$ cat src/rtl/sel_latch_bank_pkg.sv
// Shared definitions for the selectable-operation register bank:
// op encodings and the snapshot engine state type.
package sel_latch_bank_pkg;

    localparam logic [1:0] OP_LOAD = 2'b00;
    localparam logic [1:0] OP_SET  = 2'b01;
    localparam logic [1:0] OP_CLR  = 2'b10;
    localparam logic [1:0] OP_TOG  = 2'b11;

    typedef enum logic [1:0] {
        S_IDLE = 2'b00,
        S_COPY = 2'b01,
        S_DONE = 2'b10
    } snap_state_e;

endpackage

$ cat src/rtl/sel_latch_bank_cell.sv
// One WIDTH-bit storage word: async reset, synchronous clear, and an
// enabled load/set/clear/toggle update of the registered value.
module latch_cell
    import sel_latch_bank_pkg::*;
#(
    parameter int unsigned WIDTH = 8
) (
    input  logic             clk,
    input  logic             reset,
    input  logic             sync_clr,
    input  logic             en,
    input  logic [1:0]       op,
    input  logic [WIDTH-1:0] din,
    output logic [WIDTH-1:0] q
);

    logic [WIDTH-1:0] value_q;
    logic [WIDTH-1:0] value_d;

    always_comb begin
        value_d = value_q;
        case (op)
            OP_LOAD: value_d = din;
            OP_SET:  value_d = value_q | din;
            OP_CLR:  value_d = value_q & ~din;
            OP_TOG:  value_d = value_q ^ din;
            default: value_d = value_q;
        endcase
    end

    // Clear has priority over any write presented in the same cycle.
    always_ff @(posedge clk or posedge reset) begin
        if (reset) begin
            value_q <= '0;
        end else if (sync_clr) begin
            value_q <= '0;
        end else if (en) begin
            value_q <= value_d;
        end
    end

    assign q = value_q;

endmodule

$ cat src/rtl/sel_latch_bank.sv
// Multi-channel register bank with per-channel op select, saturating write
// counter, and a one-channel-per-cycle snapshot engine into a shadow copy.
module sel_latch_bank
    import sel_latch_bank_pkg::*;
#(
    parameter int unsigned WIDTH    = 8,
    parameter int unsigned CHANNELS = 4,
    parameter int unsigned CNT_W    = 8
) (
    input  logic                          clk,
    input  logic                          reset,
    input  logic [WIDTH-1:0]              din,
    input  logic [$clog2(CHANNELS)-1:0]   ch_sel,
    input  logic                          wr_en,
    input  logic [1:0]                    op,
    input  logic                          sync_clr,
    input  logic                          snap_req,
    output logic [CHANNELS*WIDTH-1:0]     q,
    output logic [CHANNELS*WIDTH-1:0]     snap_q,
    output logic                          snap_valid,
    output logic                          busy,
    output logic [CNT_W-1:0]              wr_cnt
);

    localparam int unsigned SEL_W = $clog2(CHANNELS);
    localparam logic [SEL_W:0]   NUM_CH   = (SEL_W + 1)'(CHANNELS);
    localparam logic [SEL_W-1:0] LAST_IDX = SEL_W'(CHANNELS - 1);

    logic                wr_accept;
    logic [CHANNELS-1:0] cell_en;

    // Out-of-range selects are possible when CHANNELS is not a power of two.
    assign wr_accept = wr_en && !sync_clr && ({1'b0, ch_sel} < NUM_CH);

    for (genvar i = 0; i < CHANNELS; i++) begin : g_cell
        assign cell_en[i] = wr_accept && (ch_sel == SEL_W'(i));

        latch_cell #(
            .WIDTH (WIDTH)
        ) u_cell (
            .clk      (clk),
            .reset    (reset),
            .sync_clr (sync_clr),
            .en       (cell_en[i]),
            .op       (op),
            .din      (din),
            .q        (q[i*WIDTH +: WIDTH])
        );
    end

    logic [CNT_W-1:0] wr_cnt_q;
    logic [CNT_W-1:0] wr_cnt_d;

    always_comb begin
        wr_cnt_d = wr_cnt_q;
        if (wr_accept && (wr_cnt_q != {CNT_W{1'b1}})) begin
            wr_cnt_d = wr_cnt_q + CNT_W'(1);
        end
    end

    snap_state_e                state_q;
    snap_state_e                state_d;
    logic [SEL_W-1:0]           idx_q;
    logic [SEL_W-1:0]           idx_d;
    logic [CHANNELS*WIDTH-1:0]  snap_q_r;
    logic [CHANNELS*WIDTH-1:0]  snap_d;
    logic                       busy_q;
    logic                       valid_q;

    always_comb begin
        state_d = state_q;
        idx_d   = idx_q;
        snap_d  = snap_q_r;
        case (state_q)
            S_IDLE: begin
                if (snap_req) begin
                    state_d = S_COPY;
                    idx_d   = '0;
                end
            end
            S_COPY: begin
                // Captures the pre-edge value, so a same-edge write is missed.
                snap_d[32'(idx_q)*WIDTH +: WIDTH] = q[32'(idx_q)*WIDTH +: WIDTH];
                if (idx_q == LAST_IDX) begin
                    state_d = S_DONE;
                    idx_d   = '0;
                end else begin
                    idx_d = idx_q + SEL_W'(1);
                end
            end
            S_DONE: begin
                state_d = S_IDLE;
            end
            default: begin
                state_d = S_IDLE;
                idx_d   = '0;
            end
        endcase
    end

    always_ff @(posedge clk or posedge reset) begin
        if (reset) begin
            state_q  <= S_IDLE;
            idx_q    <= '0;
            snap_q_r <= '0;
            wr_cnt_q <= '0;
            busy_q   <= 1'b0;
            valid_q  <= 1'b0;
        end else begin
            state_q  <= state_d;
            idx_q    <= idx_d;
            snap_q_r <= snap_d;
            wr_cnt_q <= wr_cnt_d;
            busy_q   <= (state_d != S_IDLE);
            valid_q  <= (state_d == S_DONE);
        end
    end

    assign snap_q     = snap_q_r;
    assign snap_valid = valid_q;
    assign busy       = busy_q;
    assign wr_cnt     = wr_cnt_q;

endmodule

$ cat config.mk
export PLATFORM = sky130hd
export DESIGN_NAME = sel_latch_bank
export DESIGN_NICKNAME = d
export VERILOG_FILES = /design/src/rtl/sel_latch_bank_pkg.sv /design/src/rtl/sel_latch_bank_cell.sv /design/src/rtl/sel_latch_bank.sv
export SDC_FILE = /design/constraint.sdc
export NUM_CORES = 1
export LEC_CHECK = 0
export ABC_AREA = 1
export BUFFER_PORTS_ARGS = -buffer_cell sky130_fd_sc_hd__buf_2
export CAP_MARGIN = 20
export CORE_UTILIZATION = 50
export CTS_CLUSTER_SIZE = 24
export DETAILED_ROUTE_END_ITERATION = 10
export PLACE_DENSITY = 0.73
export SETUP_SLACK_MARGIN = 0.3
export SLEW_MARGIN = 25
export SYNTH_ARGS = -nofsm -noshare
export SYNTH_HDL_FRONTEND = slang
export SYNTH_HIERARCHICAL = 1
export SYNTH_SLANG_ARGS = --single-unit
$ cat constraint.sdc
create_clock -name clk -period 2 [get_ports clk]
set_input_delay 0.4 -clock clk [delete_from_list [all_inputs] [get_ports clk]]
set_output_delay 0.4 -clock clk [all_outputs]
set_load 0.005 [all_outputs]
==> impl_metrics.json <==
{
  "min_path_type": "primary input to async pin",
  "syn_inst": 831,
  "reg2reg_from": "idx_q[1]",
  "ir_drop_v": 0.000506,
  "dieArea_um2": 12600,
  "ys_types": 26,
  "gp_congestion": 0.821,
  "tightest_slew_ns": 0.647,
  "ios": 91,
  "post_cts_resized": 0,
  "vias": 5430,
  "syn_avg_cell_area_um2": 7.31,
  "worstSetupPathType": "flop to flop",
  "grt.total_usage_pct": 25.3,
  "grt_pass1_wl_um": 25400,
  "synth-main-ff-cell": "dfrtp_1",
  "slew_violations": 0,
  "skew_ns": 0.0111,
  "clock.fmax_mhz": 634,
  "pwr-share-comb_pct": 39.0,
  "multi_input_area_um2": 3350,
  "cts_sinks": 78,
  "swShare_pct": 42.0,
  "yosysSeqAreaShare_pct": 32.1,
  "numCtsBuffers": 9,
  "clockRootBuffer": "clkbuf_16",
  "antenna_found_initial": 0,
  "synth_top_cells_by_count": "nand2_1 (236), inv_1 (127), nand3_1 (110)",
  "cap_violations": 0,
  "fin_nets": 1006,
  "outcome": "finished with violations",
  "finalSetupViolCount": 0,
  "core_um2": 11600,
  "path_clk_slew_ns": 0.07,
  "dr.pass1.iters": 8,
  "end_kind": "flop",
  "synth.most_common_cell": "nand2_1",
  "netlist_area_um2": 6070,
  "cts_max_level": 3,
  "fin_util_pct": 59.0,
  "finalHoldViolCount": 0,
  "arrival_ns": 1.85,
  "worst_r2r_endpoint": "snap_q[23]",
  "grt_max_degree": 51,
  "syn_nets": 919,
  "fin_cells": 1066,
  "ys_seq_elements": 78,
  "p_sw_uw": 2590,
  "cts_tree": "yes",
  "path_max_fanout": 24,
  "r2r_slack_ns": 0.42,
  "netlist.area_leader.share_pct": 32.1,
  "grt_overflow": 0,
  "wire_per_inst_um": 14.3,
  "insertedDiodeCount": 0,
  "start_util_pct": 52.3,
  "hold_slack_ns": 0.0884,
  "intPower_uw": 3580,
  "drive_gt1_share_pct": 18.0,
  "die-width_um": 112,
  "cp-start-kind": "flop",
  "setup_tns_ns": 0,
  "period_share_pct": 78.9,
  "vias_per_cell": 5.09,
  "synth-edff-count": 0,
  "syn_to_final_growth_pct": 12.9,
  "drc": 6,
  "post_cts_buffers": 0,
  "cp.required_ns": 2.27,
  "clkLatencyLatePin_ns": 0.35,
  "fp-row-count": 39,
  "reg2regPathDepth": 5,
  "dp_hpwl_um": 10900,
  "die_h_um": 112,
  "drt_iter0_drc": 286,
  "power_density_nw_per_um2": 899,
  "power.leakage_uw": 0.00392,
  "yosys.area.top_type": "dfrtp_1",
  "grt_pass1_vias": 5119,
  "routed_wirelength_um": 15300,
  "pwr-share-seq_pct": 34.9,
  "violations": "DRC",
  "cts_hold_buf": 0,
  "fill_cells": 1088,
  "cts_buffer_depth": 2,
  "synth-async-reset-ratio_pct": 100,
  "fin_crit_ns": 1.58,
  "regArea_um2": 1950,
  "placed_cells": 1050,
  "maxSlewHeadroom_pct": 56.8,
  "io_buffers": 90,
  "grt_setup_unrepaired": "no",
  "drtAntennaViolNets": 0,
  "yosys_warnings": 6,
  "clock_power_share_pct": 26.2,
  "ys_top_cells_by_area": "dfrtp_1 (32%), ha_1 (15%), nand2_1 (15%)"
}
[logic make-up after synthesis]
group	synth area share, %
buffers and inverters	12.8
DFF	32.1
adders and majority gates	14.6
AOI/OAI and AO/OA	3.79
xor gates and xnor gates	0.577
and+or+nand+nor	36.0
[routing by layer]
layer	part of all wire [%]	routed length, um	global-route usage, %
met5	0	0	0
met4	1.6	238	7.73
met3	4.8	728	3.02
met2	46	7080	40.9
met1	47	7220	35.7
[sequential cells by signal, summed over array words and instances (netlist names)]
signal	flops
busy	1
wr_cnt	8
snap_q	32
state_q	2
snap_valid	1
g_cell.u_cell/q	32
idx_q	2
[critical path, cell delays in order (launching register included)]
cell and delay [ns]:
dfrtp_1 0.36, inv_2 0.11, ha_1 0.24, inv_1 0.49, nand2_1 0.15, o21ai_1 0.16
[placed cells by master, fill, tap and decap left out, drive strengths merged]
cell,synthesis,routed
a21oi,33,33
buf,29,105
clkbuf,0,9
clkinv,0,1
clkinvlp,0,2
dfrtp,78,78
ha,71,71
inv,130,134
nand2,248,248
nand3,120,120
nand4,17,17
nor2,84,84
nor3,5,5
o21ai,11,11
o22ai,1,1
xnor2,2,2
xor2,2,2
[through the flow]
| step | setup WS, ns | instance area, um^2 | total power (uW) |
|---|---|---|---|
| floorplan | 0.389 | 6070 | 3810 |
| global placement | 0.378 | 6560 | 4490 |
| detailed placement | 0.333 | 6560 | 4510 |
| CTS | 0.392 | 6850 | 6150 |
| global route | 0.309 | 6860 | 6550 |
| finish | 0.423 | 6860 | 6160 |
[final cells by class]
cell class              instances  share of cell area [%]
clock inverters                 7                   0.894
well taps                     143                    2.61
flip-flops and latches         78                    28.5
multi-input cells             594                    48.8
repair buffers                105                    8.85
inverters                     130                    7.12
clock buffers                   9                    3.28
[power groups by stage]
stage                     Clock, uW  Combinational, uW  Sequential [uW]
after floorplan                   0               1640             2170
after global placement            0               2310             2180
after detailed placement          0               2340             2170
after CTS                      1620               2370             2150
after global routing           1690               2660             2190
final                          1610               2400             2150
[how the worst max path moves through the flow]
stage                   from               endpoint  slack (ns)  cells after the start
floorplan           idx_q[0]             snap_q[10]        0.39                      8
global placement    sync_clr  g_cell[0].u_cell/q[4]        0.38                      8
detailed placement  sync_clr  g_cell[1].u_cell/q[0]        0.33                      8
CTS                 idx_q[1]              snap_q[8]        0.39                      6
global route        idx_q[1]             snap_q[23]        0.31                      5
finish              idx_q[1]             snap_q[23]        0.42                      5
No activity file was read; power rests on OpenSTA's default activity.
